[src/rtl/lsu_pkg.sv]
// LSU shared definitions: access-size encodings, FSM states, bus width.
package lsu_pkg;

    localparam int DATA_W = 32;
    localparam int BE_W   = DATA_W / 8;

    typedef enum logic [2:0] {
        SZ_B  = 3'b000,
        SZ_H  = 3'b001,
        SZ_W  = 3'b010,
        SZ_BU = 3'b011,
        SZ_HU = 3'b100
    } size_e;

    typedef enum logic [1:0] {
        S_IDLE = 2'b00,
        S_REQ  = 2'b01,
        S_WAIT = 2'b10,
        S_RESP = 2'b11
    } state_e;

endpackage

[src/rtl/lsu_align.sv]
// Lane steering for stores, load extraction/extension, access checks.
module lsu_align
    import lsu_pkg::*;
(
    input  logic [3:0]        rw_ctrl,
    input  logic [1:0]        off,
    input  logic [DATA_W-1:0] wdata,
    input  logic [2:0]        ld_size,
    input  logic [1:0]        ld_off,
    input  logic [DATA_W-1:0] rdata,
    output logic [BE_W-1:0]   be,
    output logic [DATA_W-1:0] st_data,
    output logic [DATA_W-1:0] ld_data,
    output logic              misalign,
    output logic              illegal
);

    logic              is_st;
    logic              mis_raw;
    logic [DATA_W-1:0] sh;

    assign is_st = rw_ctrl[3];

    always_comb begin
        be      = '0;
        st_data = wdata;
        mis_raw = 1'b0;
        illegal = 1'b0;
        case (rw_ctrl[2:0])
            SZ_B, SZ_BU: begin
                be      = 4'b0001 << off;
                st_data = {4{wdata[7:0]}};
                illegal = is_st && (rw_ctrl[2:0] == SZ_BU);
            end
            SZ_H, SZ_HU: begin
                be      = 4'b0011 << {off[1], 1'b0};
                st_data = {2{wdata[15:0]}};
                mis_raw = off[0];
                illegal = is_st && (rw_ctrl[2:0] == SZ_HU);
            end
            SZ_W: begin
                be      = 4'b1111;
                mis_raw = (off != 2'b00);
            end
            default: illegal = 1'b1;
        endcase
    end

    // An illegal encoding is reported alone, never as misaligned too.
    assign misalign = mis_raw & ~illegal;

    assign sh = rdata >> {ld_off, 3'b000};

    always_comb begin
        case (ld_size)
            SZ_B:    ld_data = {{24{sh[7]}}, sh[7:0]};
            SZ_BU:   ld_data = {24'b0, sh[7:0]};
            SZ_H:    ld_data = {{16{sh[15]}}, sh[15:0]};
            SZ_HU:   ld_data = {16'b0, sh[15:0]};
            default: ld_data = rdata;
        endcase
    end

endmodule

[src/rtl/lsu_bus.sv]
// Load/store unit bus master: accepts one core access at a time and
// runs it as a single word-aligned memory transaction.
module lsu_bus
    import lsu_pkg::*;
#(
    parameter int ADDR_W = 12
) (
    input  logic              clk_i,
    input  logic              rstn_i,
    input  logic              req_valid_i,
    output logic              req_ready_o,
    input  logic [3:0]        rw_ctrl_i,
    input  logic [31:0]       addr_i,
    input  logic [DATA_W-1:0] wdata_i,
    output logic              rsp_valid_o,
    output logic [DATA_W-1:0] rdata_o,
    output logic              misalign_o,
    output logic              illegal_o,
    output logic              mem_req_o,
    output logic              mem_we_o,
    output logic [BE_W-1:0]   mem_be_o,
    output logic [ADDR_W-1:0] mem_addr_o,
    output logic [DATA_W-1:0] mem_wdata_o,
    input  logic              mem_gnt_i,
    input  logic              mem_rvalid_i,
    input  logic [DATA_W-1:0] mem_rdata_i
);

    state_e            state;
    logic [2:0]        size_q;
    logic [1:0]        off_q;
    logic [BE_W-1:0]   be_c;
    logic [DATA_W-1:0] st_c;
    logic [DATA_W-1:0] ld_c;
    logic              mis_c;
    logic              ill_c;
    logic [31:0]       word_addr;

    // Upper address bits are dropped; the mask wraps to all ones at 32.
    assign word_addr = addr_i & ((32'h1 << ADDR_W) - 32'h1) & ~32'h3;

    assign req_ready_o = (state == S_IDLE);

    lsu_align u_align (
        .rw_ctrl  (rw_ctrl_i),
        .off      (addr_i[1:0]),
        .wdata    (wdata_i),
        .ld_size  (size_q),
        .ld_off   (off_q),
        .rdata    (mem_rdata_i),
        .be       (be_c),
        .st_data  (st_c),
        .ld_data  (ld_c),
        .misalign (mis_c),
        .illegal  (ill_c)
    );

    always_ff @(posedge clk_i) begin
        if (!rstn_i) begin
            state       <= S_IDLE;
            size_q      <= '0;
            off_q       <= '0;
            rsp_valid_o <= 1'b0;
            rdata_o     <= '0;
            misalign_o  <= 1'b0;
            illegal_o   <= 1'b0;
            mem_req_o   <= 1'b0;
            mem_we_o    <= 1'b0;
            mem_be_o    <= '0;
            mem_addr_o  <= '0;
            mem_wdata_o <= '0;
        end else begin
            unique case (state)
                S_IDLE: begin
                    if (req_valid_i) begin
                        size_q <= rw_ctrl_i[2:0];
                        off_q  <= addr_i[1:0];
                        if (ill_c || mis_c) begin
                            illegal_o   <= ill_c;
                            misalign_o  <= mis_c;
                            rsp_valid_o <= 1'b1;
                            state       <= S_RESP;
                        end else begin
                            mem_req_o   <= 1'b1;
                            mem_we_o    <= rw_ctrl_i[3];
                            mem_be_o    <= be_c;
                            mem_addr_o  <= word_addr[ADDR_W-1:0];
                            mem_wdata_o <= st_c;
                            state       <= S_REQ;
                        end
                    end
                end
                S_REQ: begin
                    if (mem_gnt_i) begin
                        mem_req_o   <= 1'b0;
                        rsp_valid_o <= mem_we_o;
                        state       <= mem_we_o ? S_RESP : S_WAIT;
                    end
                end
                S_WAIT: begin
                    if (mem_rvalid_i) begin
                        rdata_o     <= ld_c;
                        rsp_valid_o <= 1'b1;
                        state       <= S_RESP;
                    end
                end
                S_RESP: begin
                    rsp_valid_o <= 1'b0;
                    misalign_o  <= 1'b0;
                    illegal_o   <= 1'b0;
                    state       <= S_IDLE;
                end
                default: state <= S_IDLE;
            endcase
        end
    end

endmodule

[config.mk]
export PLATFORM = sky130hd
export DESIGN_NAME = lsu_bus
export DESIGN_NICKNAME = d
export VERILOG_FILES = /design/src/rtl/lsu_pkg.sv /design/src/rtl/lsu_align.sv /design/src/rtl/lsu_bus.sv
export SDC_FILE = /design/constraint.sdc
export NUM_CORES = 1
export LEC_CHECK = 0
export ABC_AREA = 1
export BUFFER_PORTS_ARGS = -buffer_cell sky130_fd_sc_hd__buf_4
export CORE_ASPECT_RATIO = 1.5
export CORE_MARGIN = 3
export CORE_UTILIZATION = 40
export DETAILED_ROUTE_END_ITERATION = 7
export GPL_TIMING_DRIVEN = 0
export PLACE_DENSITY = 0.7
export SLEW_MARGIN = 10
export SYNTH_ARGS = -nofsm -noshare
export SYNTH_HDL_FRONTEND = slang
export SYNTH_SLANG_ARGS = --single-unit
[constraint.sdc]
create_clock -name clk_i -period 2.5 [get_ports clk_i]
set_input_delay 0.25 -clock clk_i [delete_from_list [all_inputs] [get_ports clk_i]]
set_output_delay 0.25 -clock clk_i [all_outputs]
set_load 0.05 [all_outputs]
-- Word level (Yosys, flattened, before mapping)
Cells that the tools add are included.
Widths: inputs -> output; s select.
- input bits: 105
- logic and storage cells: 77
- register bits: 90
- output and inout bits: 86
- reduce and logical (&&, ||, !) cells: 18
- eq/ne operators: 15
- shift-type cells: 3
- muxes and demuxes: 26
- bitwise operators: 3
- operator list (cell ; count):
    $pmux 32 s4 ; 1
    $pmux 32 s2 ; 1
    $shr 32x5->16 ; 1
    $mux 1 ; 12
    $pmux 4 s3 ; 1
    $eq 3x2->1 const B ; 3
    $reduce_and 3->1 ; 3
    $mux 2 ; 4
    $ne 2x2->1 const B ; 4
    $pmux 1 s2 ; 4
    $pmux 2 s4 ; 1
    $reduce_and 4->1 ; 2
    $eq 3x1->1 const B ; 2
    $eq 3x3->1 const B ; 2
    $logic_not 3->1 ; 2
    $reduce_bool 2->1 ; 3
    $eq 2x2->1 const B ; 2
    $pmux 1 s4 ; 1
    $reduce_and 2->1 ; 2
    $reduce_or 2->1 ; 2
    $shl 1x2->4 const A ; 1
    $shl 2x2->4 const A ; 1
    $pmux 1 s3 ; 1
    $eq 2x1->1 const B ; 1
    6 further kinds ; 8

-- Longest topological paths before layout
Gate-level depths: netlist (run 1).
- word-level depth: 9
- depth in mapped cells: 13

-- Hierarchy
From an unflattened synthesis (run 1), not the netlist that was laid out.
- cell total of the unflattened synthesis: 759
- area, all modules: 4918.5 um^2
- modules (own cells, without submodules) (module ; times used ; cells each ; seq. area each (um^2) ; area each (um^2)):
    lsu_bus ; 1 ; 438 ; 1801.7 ; 3432.0
    lsu_align ; 1 ; 321 ; 0.0 ; 1486.4

-- Worst setup path before layout (run 1)
Ideal clock, no wire load.
- path type: reg-to-reg
- start: register state[1]
- end: register mem_be_o[1]
- clock period less this slack: 1.839 ns
- setup slack: 0.661 ns
- arrival time: 1.725 ns
- library setup time: 0.114 ns
- stages on the path, launching flop included: 10
- buffers on the path: 2
- cell sequence: dfxtp_1 inv_1 ha_1 nand3_4 nor2_4 buf_6 buf_6 nand2_1 nand2_1 nor2_1
- cells in the longest elaborated chain, start to end: 2
- ends and longest elaborated chain (what ; line ; source):
    start: declaration ; lsu_bus.sv:29 ; state_e state;
    start signal: assignment ; lsu_bus.sv:97 ; state <= mem_we_o ? S_RESP : S_WAIT;
    $logic_not 2->1 ; - ;
    named net req_ready_o ; lsu_bus.sv:11 ; output logic req_ready_o,
    $reduce_and 3->1 (no line) ; - ;
    end signal: assignment ; lsu_bus.sv:69 ; mem_be_o <= '0;
    end signal: assignment ; lsu_bus.sv:86 ; mem_be_o <= be_c;
    end: declaration ; lsu_bus.sv:21 ; output logic [BE_W-1:0] mem_be_o,
The timed path passes the listed nets, and every way through them passes these cells.
A chain may end at the register's enable or synchronous reset.

-- Worst setup path in the final report (run 1)
- start: register state[0]
- end: register state[0]
- cells in the longest elaborated chain, start to end: 3
- ends and longest elaborated chain (what ; line ; source):
    $eq 2x2->1, or another cell as far along ; lsu_bus.sv:73 ; unique case (state)
    $ne 2x2->1 (no line) ; - ;
    $reduce_and 3->1 (no line) ; - ;
Several ways; a longest one is shown, not always the timed one.

==> results of run 1 <==
==> synth_stat cells (2+ instances only) <==
cell,instances,area [sq um]
nor2_1,185,694
o21ai_1,2,10.0
a21oi_1,31,155
nand3_1,21,105
buf_4,3,22.5
o21ai_0,71,355
nand3_2,2,20.0
buf_6,7,78.8
inv_1,97,364
buf_1,5,18.8
o22ai_1,8,50.1
nand2_2,2,12.5
inv_2,3,11.3
dfxtp_1,90,1800
nor3_1,2,10.0
nand2_1,218,818
buf_2,10,50.1
ha_1,4,50.1
clkbuf_1,14,52.6
==> cell type report <==
cell class | instances | area (sq um)
inverters | 101 | 379
fillers | 1227 | 5040
clock inverters | 4 | 52.6
repair buffers | 167 | 1250
clock buffers | 12 | 236
well taps | 150 | 188
flip-flops and latches | 90 | 1800
multi-input cells | 555 | 2350
plain buffers | 39 | 223
==> kinds of logic (layout without fill, tap and decap cells) <==
logic type / count (synthesis) / after routing / synth area share
other cells: 1 / 2 / 0.000789
buf+inv: 140 / 323 / 0.127
simple gates: 435 / 435 / 0.360
flops: 90 / 90 / 0.379
compound gates: 114 / 114 / 0.123
fa+ha+maj: 4 / 4 / 0.0105
==> power groups by stage <==
stage	clock (mW)	combinational, mW	sequential [mW]
global route	1.44	3.86	1.99
detailed placement	0	3.52	1.98
global placement	0	3.50	1.97
finish	1.34	3.50	1.95
floorplan	0	1.53	2.95
CTS	1.38	3.52	1.95
==> registers in the layout, summed over array words and instances, names as in the netlist <==
signal / flops
rdata_o: 32
rsp_valid_o: 1
size_q: 3
mem_req_o: 1
off_q: 2
misalign_o: 1
illegal_o: 1
state: 2
mem_addr_o: 10
mem_wdata_o: 32
mem_we_o: 1
mem_be_o: 4
==> layout by cell type, fill, tap and decap left out, drive strengths merged, types with 2 or more instances in the layout <==
cell type  instances
nand2            220
buf              192
nor2             187
inv              100
dfxtp             90
o21ai             73
a21oi             31
clkbuf            26
nand3             24
o22ai              8
ha                 4
clkinvlp           3
nor3               2
conb               2
==> through the flow <==
step	total power, mW	util	instances	hold slack (ns)	setup slack [ns]
finish	6.80	0.563	1118	0.207	0.574
global placement	5.47	0.537	1102	0.461	0.615
floorplan	4.48	-	785	0.412	0.661
global route	7.29	0.563	1118	0.226	0.394
detailed placement	5.50	0.537	1102	0.468	0.602
CTS	6.85	0.563	1118	0.197	0.584
==> how the worst max path moves through the flow <==
stage / depth (start not counted) / slack [ns] / end
after global placement: 8 / 0.61 / state[0]
after floorplan: 9 / 0.66 / mem_be_o[1]
after CTS: 8 / 0.58 / state[0]
after global routing: 8 / 0.39 / rdata_o[0]
after detailed placement: 8 / 0.60 / state[0]
final: 8 / 0.57 / state[0]
==> critical path: cells and delay by family, from the launching register on <==
kind                     cells  cell delay, ns
AO/OA/AOI/OAI                4            0.72
buffers and inverters        2            0.19
AND/OR/NAND/NOR              1            0.15
flip-flops                   1            0.40
adder cells (fa/ha/maj)      1            0.32
==> routing by layer <==
layer,part of all wire,global-route usage
met3,0.079,0.0595
met4,0.040,0.107
met2,0.50,0.392
met1,0.38,0.240
met5,0,0
==> flow_summary.ini, run 1 <==
[floorplanning]
row_count = 48
die_height_um = 139
die_area_sq_um = 13300
die_x_um = 95.0
initial_core_util = 0.412
io_pins = 191
coreArea_sq_um = 11500

[min_path]
min_path_cells = 5
hp-class = in2reg
hold_start = mem_rdata_i[21]
min_to = rdata_o[21]

[final_layout]
fin_area_sq_um = 6490
drive_above_1_share = 0.217
area_growth_syn_to_layout_pct = 36.5
final_nets = 1072
diodes = 0

[grt]
grt_pass1_vias = 4941
antenna_found_initial = 0
grt_max_degree = 15
grt_overflow = 0
grt_first_pass_wirelength_um = 23200
grt_use_total = 0.222

[route]
first_pass_iters = 4
wire_per_inst_um = 12.9
wl_um = 14500
vias = 5184
drc = 0
vias_per_cell = 4.64
antenna_left = 0
dr.first_iter.drc_count = 226

[yosys]
yosys.cell_types.count = 28
syn_area_per_cell_sq_um = 6.06
synth_edf_count = 0
synthCells = 784
yosysWarnings = 0
ys.flop_type = dfxtp_1
netlist_area_sq_um = 4750
synth_seq_cells = 90
ys_seq_area_frac = 0.379
async_flop_share = 0

[clock_network]
post_cts_buffers = 0
ctsHoldBuffers = 0
cts-root-buf = clkbuf_16
clock_latency_ns = 0.33
clk_pin_slew_worst_paths_ns = 0.06
cts_buffer_depth = 2
numCtsBuffers = 9
cts_sinks = 90
htreeDepth = 3
cts_tree = yes
cts.repair.resized = 0

[setup_path]
cp_slowest_stage_delay_ns = 0.40
r2r_slack_ns = 0.57
reg2reg_from = state[0]
crit_chain = inv_1 -> ha_1 -> nand2_1 -> o21ai_0 -> a21oi_1 -> inv_1 -> o21ai_0 -> a21oi_1
startpoint_type = flip-flop
crit_start = state[0]
worstPathArrival_ns = 2.13
crit_type = reg2reg
reg2reg_to = state[0]
crit_fanout = 7
slowest_stage = dfxtp_1
rr_worst_depth = 8
worstSetupEndpointType = flip-flop
critPathRequiredTime_ns = 2.70

[timing]
finalHoldViolations = 0
fin_setup_tns_ns = 0
fin_skew_ns = 0.00523
min_period_ns = 1.93
rsz0062_at_grt = no
finalCritPeriodShare = 0.770
fmax_mhz = 519
relSlewSlack = 0.531
tightest_slew_ns = 0.703
finalMaxSlewViolations = 0
finalSetupViolCount = 0

[pwr]
p_sw_frac = 0.465
ir_drop_mv = 0.563
p_comb_frac = 0.516
power_density_nw_per_um2 = 1050
p_sw_mw = 3.16
seqPwrFrac = 0.287
p_clk_frac = 0.198
internal_power_mw = 3.63
leakage_nw = 3.43

[place]
port_buffers = 167
placed_cell_area_sq_um = 6200
globalplace.congestion = 0.887
hpwl_um = 11700

[flow_run]
maxCapViolations = 0

[run_status]
status = complete, no violations
No activity file was read; power rests on OpenSTA's default activity.
==> inputs of run 2 (changes only) <==
- clock period: 2.5 -> 1.8 ns (I/O delays scaled with it)
==> flow_summary.ini, run 2 (synthesis gave the netlist of run 1 again) <==
[flow_run]
maxCapViolations = 0

[grt]
antenna_found_initial = 0
grt_first_pass_wirelength_um = 23400
grt_pass1_vias = 4939
grt_use_total = 0.226
grt_overflow = 0
grt_max_degree = 15

[run_status]
status = complete, no violations

[clock_network]
cts_buffer_depth = 2
clock_latency_ns = 0.34
cts-root-buf = clkbuf_16
cts_sinks = 90
clk_pin_slew_worst_paths_ns = 0.07
numCtsBuffers = 9
htreeDepth = 3
ctsHoldBuffers = 0
cts_tree = yes

[setup_path]
r2r_slack_ns = 0.13
rr_worst_depth = 12
reg2reg_to = rdata_o[17]
worstPathArrival_ns = 1.91
reg2reg_from = off_q[0]
critPathRequiredTime_ns = 2.04
crit_type = reg2reg
worstSetupEndpointType = flip-flop
crit_start = off_q[0]
startpoint_type = flip-flop
crit_fanout = 10

[timing]
fin_skew_ns = 0.00562
fmax_mhz = 600
finalSetupViolCount = 0
relSlewSlack = 0.605
finalCritPeriodShare = 0.927
tightest_slew_ns = 0.589
min_period_ns = 1.67
finalMaxSlewViolations = 0
finalHoldViolations = 0
hold_ws_ns = 0.125

[pwr]
p_sw_frac = 0.453
p_comb_frac = 0.509
p_clk_frac = 0.213
seqPwrFrac = 0.278
leakage_nw = 3.51
ir_drop_mv = 0.811
p_sw_mw = 4.44
power_density_nw_per_um2 = 1480
internal_power_mw = 5.35
power_mw = 9.79

[place]
dp_cells = 1102
hpwl_um = 11800
port_buffers = 167
globalplace.congestion = 0.865

[route]
dr_wl_met2_um = 7700
wl_met1_um = 5440
top_layer_used = met4
wl_um = 14700
drc = 0
antenna_left = 0
dr.first_iter.drc_count = 214
vias = 5153
vias_per_cell = 4.60
first_pass_iters = 6
dr_wl_met3_um = 1250
wire_per_inst_um = 13.1

[floorplanning]
row_count = 48
die_x_um = 95.0
die_area_sq_um = 13300
io_pins = 191
initial_core_util = 0.412
die_height_um = 139
coreArea_sq_um = 11500

[final_layout]
diodes = 0
final_common_cell = nand2_1
finalNonFillerCells = 1121
final_core_utilization = 0.572
area_growth_syn_to_layout_pct = 38.8
drive_above_1_share = 0.234
top_regs = mem_wdata_o x32, rdata_o x32, mem_addr_o x10
fillers = 1241
final_nets = 1075
final_cell_mix = 218 x nand2_1, 185 x nor2_1, 174 x buf_4, 97 x inv_1, 89 x dfxtp_1

[min_path]
hold_start = mem_rdata_i[22]
hp-class = in2reg
min_to = rdata_o[22]
min_path_cells = 5
[run 2: cell count changes in the layout (fill, tap and decap cells not counted), sizes merged]
cell / before / now
clkinv: 1 / 3
buf: 192 / 195
bufinv: 1 / 2
clkinvlp: 3 / 0
[run 2: repair_timing]
action,CTS,global route
pin swaps,0,2
gates resized for setup,5,20
buffers inserted,0,3
endpoints found under the setup margin,17,21
cloned,0,1
[run 2: worst max-delay path by stage]
stage,endpoint
floorplan,state[0]
global placement,rdata_o[6]
detailed placement,rdata_o[6]
CTS,state[0]
global route,rdata_o[17]
finish,rdata_o[17]
[run 2: layout make-up]
class	count	area (sq um)	share of cell area
Buffer	38	236	0.0358
Clock buffer	12	256	0.0389
Clock inverter	4	73.8	0.0112
Inverter	101	379	0.0575
Multi-Input combinational cell	555	2380	0.360
Sequential cell	90	1800	0.273
Tap cell	150	188	0.0284
Timing Repair Buffer	171	1280	0.195
[run 2: critical path: stages, from the launching register on]
cell and delay [ns]:
dfxtp_1 0.30, buf_4 0.13, inv_1 0.06, clkbuf_4 0.18
nand3_1 0.08, o21ai_0 0.11, nand2_1 0.07, nand2_1 0.08
nor2_4 0.23, buf_4 0.18, nand2_1 0.05, nand2_1 0.05
inv_1 0.03
[run 2: per-layer routing]
| layer | global-route usage | vias up |
|---|---|---|
| met2 | 0.426 | 168 |
| met5 | 0 | - |
| met4 | 0.0707 | 0 |
| met1 | 0.226 | 2212 |
| li1 | - | 2752 |
| met3 | 0.0746 | 21 |
[run 2: metrics by stage]
step	area [sq um]	setup TNS, ns	worst slack, ns
after floorplan	4760	0	0.168
after global placement	6200	-0.450	-0.0937
after detailed placement	6200	-0.503	-0.0888
after CTS	6540	0	0.00240
after global routing	6600	-0.00397	-0.00212
final	6600	0	0.132
[run 2: power by group through the flow]
stage / sequential, mW / clock (mW) / combinational, mW
after CTS: 2.72 / 2.13 / 4.92
after global placement: 2.74 / 0 / 4.86
after floorplan: 4.10 / 0 / 2.13
after global routing: 2.78 / 2.22 / 5.51
final: 2.72 / 2.09 / 4.99
after detailed placement: 2.76 / 0 / 4.89
==> inputs of run 3 (changes only) <==
- ABC_AREA: 1 -> unset
- PLACE_DENSITY: 0.7 -> 0.71
==> flow_summary.ini, run 3 <==
[run_status]
status = complete, no violations

[yosys]
synth_compound_area_frac = 0.265
synthCells = 584
ys.flop_type = dfxtp_1
synth_edf_count = 0
synthXorXnorAreaFrac = 0.00393
syn_area_per_cell_sq_um = 7.64
yosys.cell_types.count = 49
synth_most_common_cell = nand2_1
synth.top_cell.area_share = 0.404
async_flop_share = 0
synth_adder_area_share = 0.0112
yosysWarnings = 0
synthSimpleGateAreaFrac = 0.189
synth_seq_cells = 90
yosys.area.top_type = dfxtp_1
ys_seq_area_frac = 0.404
netlist_area_sq_um = 4460
synth_top_family_by_area = compound AO/OA/AOI/OAI gates
synth_mux_area_frac = 0.0637
synth_area_leaders = dfxtp_1 40%, nand2_1 10%, a21oi_1 8.5%
synthTopCellsByCount = 121 x nand2_1, 90 x dfxtp_1, 76 x a21oi_1, 51 x nor2_1, 44 x o21ai_0

[route]
top_layer_used = met4
drc = 0
vias_per_cell = 5.46
wl_met1_um = 5660
wl_um = 15700
first_pass_iters = 5
dr_wl_met2_um = 8250
wire_per_inst_um = 17.0
antenna_left = 0
dr.first_iter.drc_count = 250
vias = 5041
dr_wl_met3_um = 1190

[clock_network]
cts-root-buf = clkbuf_16
ctsHoldBuffers = 0
numCtsBuffers = 9
cts_tree = yes
cts_sinks = 90
clk_pin_slew_worst_paths_ns = 0.07
cts_buffer_depth = 2
clock_latency_ns = 0.34
htreeDepth = 3

[setup_path]
crit_type = reg2reg
cp_slowest_stage_delay_ns = 0.35
worstSetupEndpointType = flip-flop
crit_chain = inv_4 -> ha_4 -> and2_4 -> buf_6 -> nand2b_4 -> o32a_1 -> clkbuf_8 -> a211oi_2 -> nor3_1
path_delay_family = compound AO/OA/AOI/OAI gates
slowest_stage = dfxtp_4
worstPathArrival_ns = 1.93
cp_num_buf_inv = 3
critPathRequiredTime_ns = 2.00
startpoint_type = flip-flop
crit_fanout = 10

[final_layout]
final_common_cell = buf_4
final_nets = 883
drive_above_1_share = 0.312
diodes = 0
finalNonFillerCells = 923
area_growth_syn_to_layout_pct = 46.0
fillers = 987
final_cell_mix = 185 x buf_4, 120 x nand2_1, 88 x dfxtp_1, 76 x a21oi_1, 49 x nor2_1
top_regs = mem_wdata_o x32, rdata_o x32, mem_addr_o x10

[timing]
fmax_mhz = 576
relSlewSlack = 0.569
tightest_slew_ns = 0.646
min_period_ns = 1.74
finalMaxSlewViolations = 0
finalHoldViolations = 0
rsz0062_at_grt = yes
fin_ws_ns = 0.0648
finalCritPeriodShare = 0.964
finalSetupViolCount = 0
hold_ws_ns = 0.0822
fin_skew_ns = 0.0124

[pwr]
leakage_nw = 2.73
power_density_nw_per_um2 = 1280
ir_drop_mv = 0.679

[place]
dp_cells = 896
globalplace.congestion = 0.898
port_buffers = 167
pre_cts_slack_ns = -0.338
hpwl_um = 12200

[grt]
grt_use_total = 0.243
grt_pass1_vias = 5002
grt_max_degree = 15
grt_first_pass_wirelength_um = 24100
grt_overflow = 0
antenna_found_initial = 0

[floorplanning]
io_pins = 191
initial_core_util = 0.417
coreArea_sq_um = 10700
die_area_sq_um = 12500
die_x_um = 92.2
die_height_um = 135
row_count = 46

[min_path]
hp-class = in2reg

[flow_run]
maxCapViolations = 0
-- run 3: per-layer routing --
metal,up-vias,track usage
met2,226,0.448
li1,2433,-
met3,42,0.0678
met5,-,0
met4,0,0.121
met1,2340,0.249
-- run 3: power breakdown --
| part | internal [mW] | switching, mW |
|---|---|---|
| Sequential | 2.33 | 0.204 |
| Clock | 1.25 | 0.759 |
| Combinational | 1.34 | 2.42 |
-- run 3: final timing paths --
kind,from,endpoint,slack (ns),depth (start not counted)
worst max-delay path,state[1],mem_be_o[2],0.06,9
worst max register to register,state[1],mem_be_o[2],0.06,9
worst min register to register,mem_addr_o[11],mem_addr_o[11],0.45,2
worst min-delay path,addr_i[7],mem_addr_o[7],0.08,3
-- run 3: kinds of logic (layout without fill, tap and decap cells) --
family	count (synthesis)	count (layout)
AND/OR/NAND/NOR	208	208
AO/OA/AOI/OAI	189	189
flip-flops	90	90
buffers and inverters	63	257
multiplexers	27	27
adder cells (fa/ha/maj)	4	4
XOR/XNOR	2	2
other	1	2
-- run 3: stage by stage --
stage	instance area (sq um)	utilization	TNS, ns	power, mW
4_1_cts	6360	0.594	0	8.14
2_1_floorplan	4490	-	0	4.91
5_1_grt	6510	0.608	-0.0216	8.73
6_report	6510	0.608	0	8.31
3_5_place_dp	5920	0.553	-10.48	5.98
3_3_place_gp	5920	0.553	-7.65	5.92
-- run 3: final cells by class --
type	count	area [sq um]	share of cell area
clock inverter	4	75.1	0.0115
buffer	44	272	0.0417
sequential	90	1810	0.278
timing repair buffer	179	1370	0.210
multi-input combinational	432	2490	0.383
tap	144	180	0.0277
inverter	18	72.6	0.0111
clock buffer	12	246	0.0378
-- run 3: repair_timing --
item | in CTS | in global routing
pin swaps | 2 | 5
endpoints found under the setup margin | 77 | 70
gates resized for setup | 24 | 24
buffers inserted | 4 | 6
gates cloned | 1 | 1
-- run 3: worst reg2reg max path: stages (launching register included) --
cell and delay, ns:
dfxtp_4 0.35, inv_4 0.07, ha_4 0.18, and2_4 0.15, buf_6 0.10, nand2b_4 0.06
o32a_1 0.23, clkbuf_8 0.20, a211oi_2 0.20, nor3_1 0.07
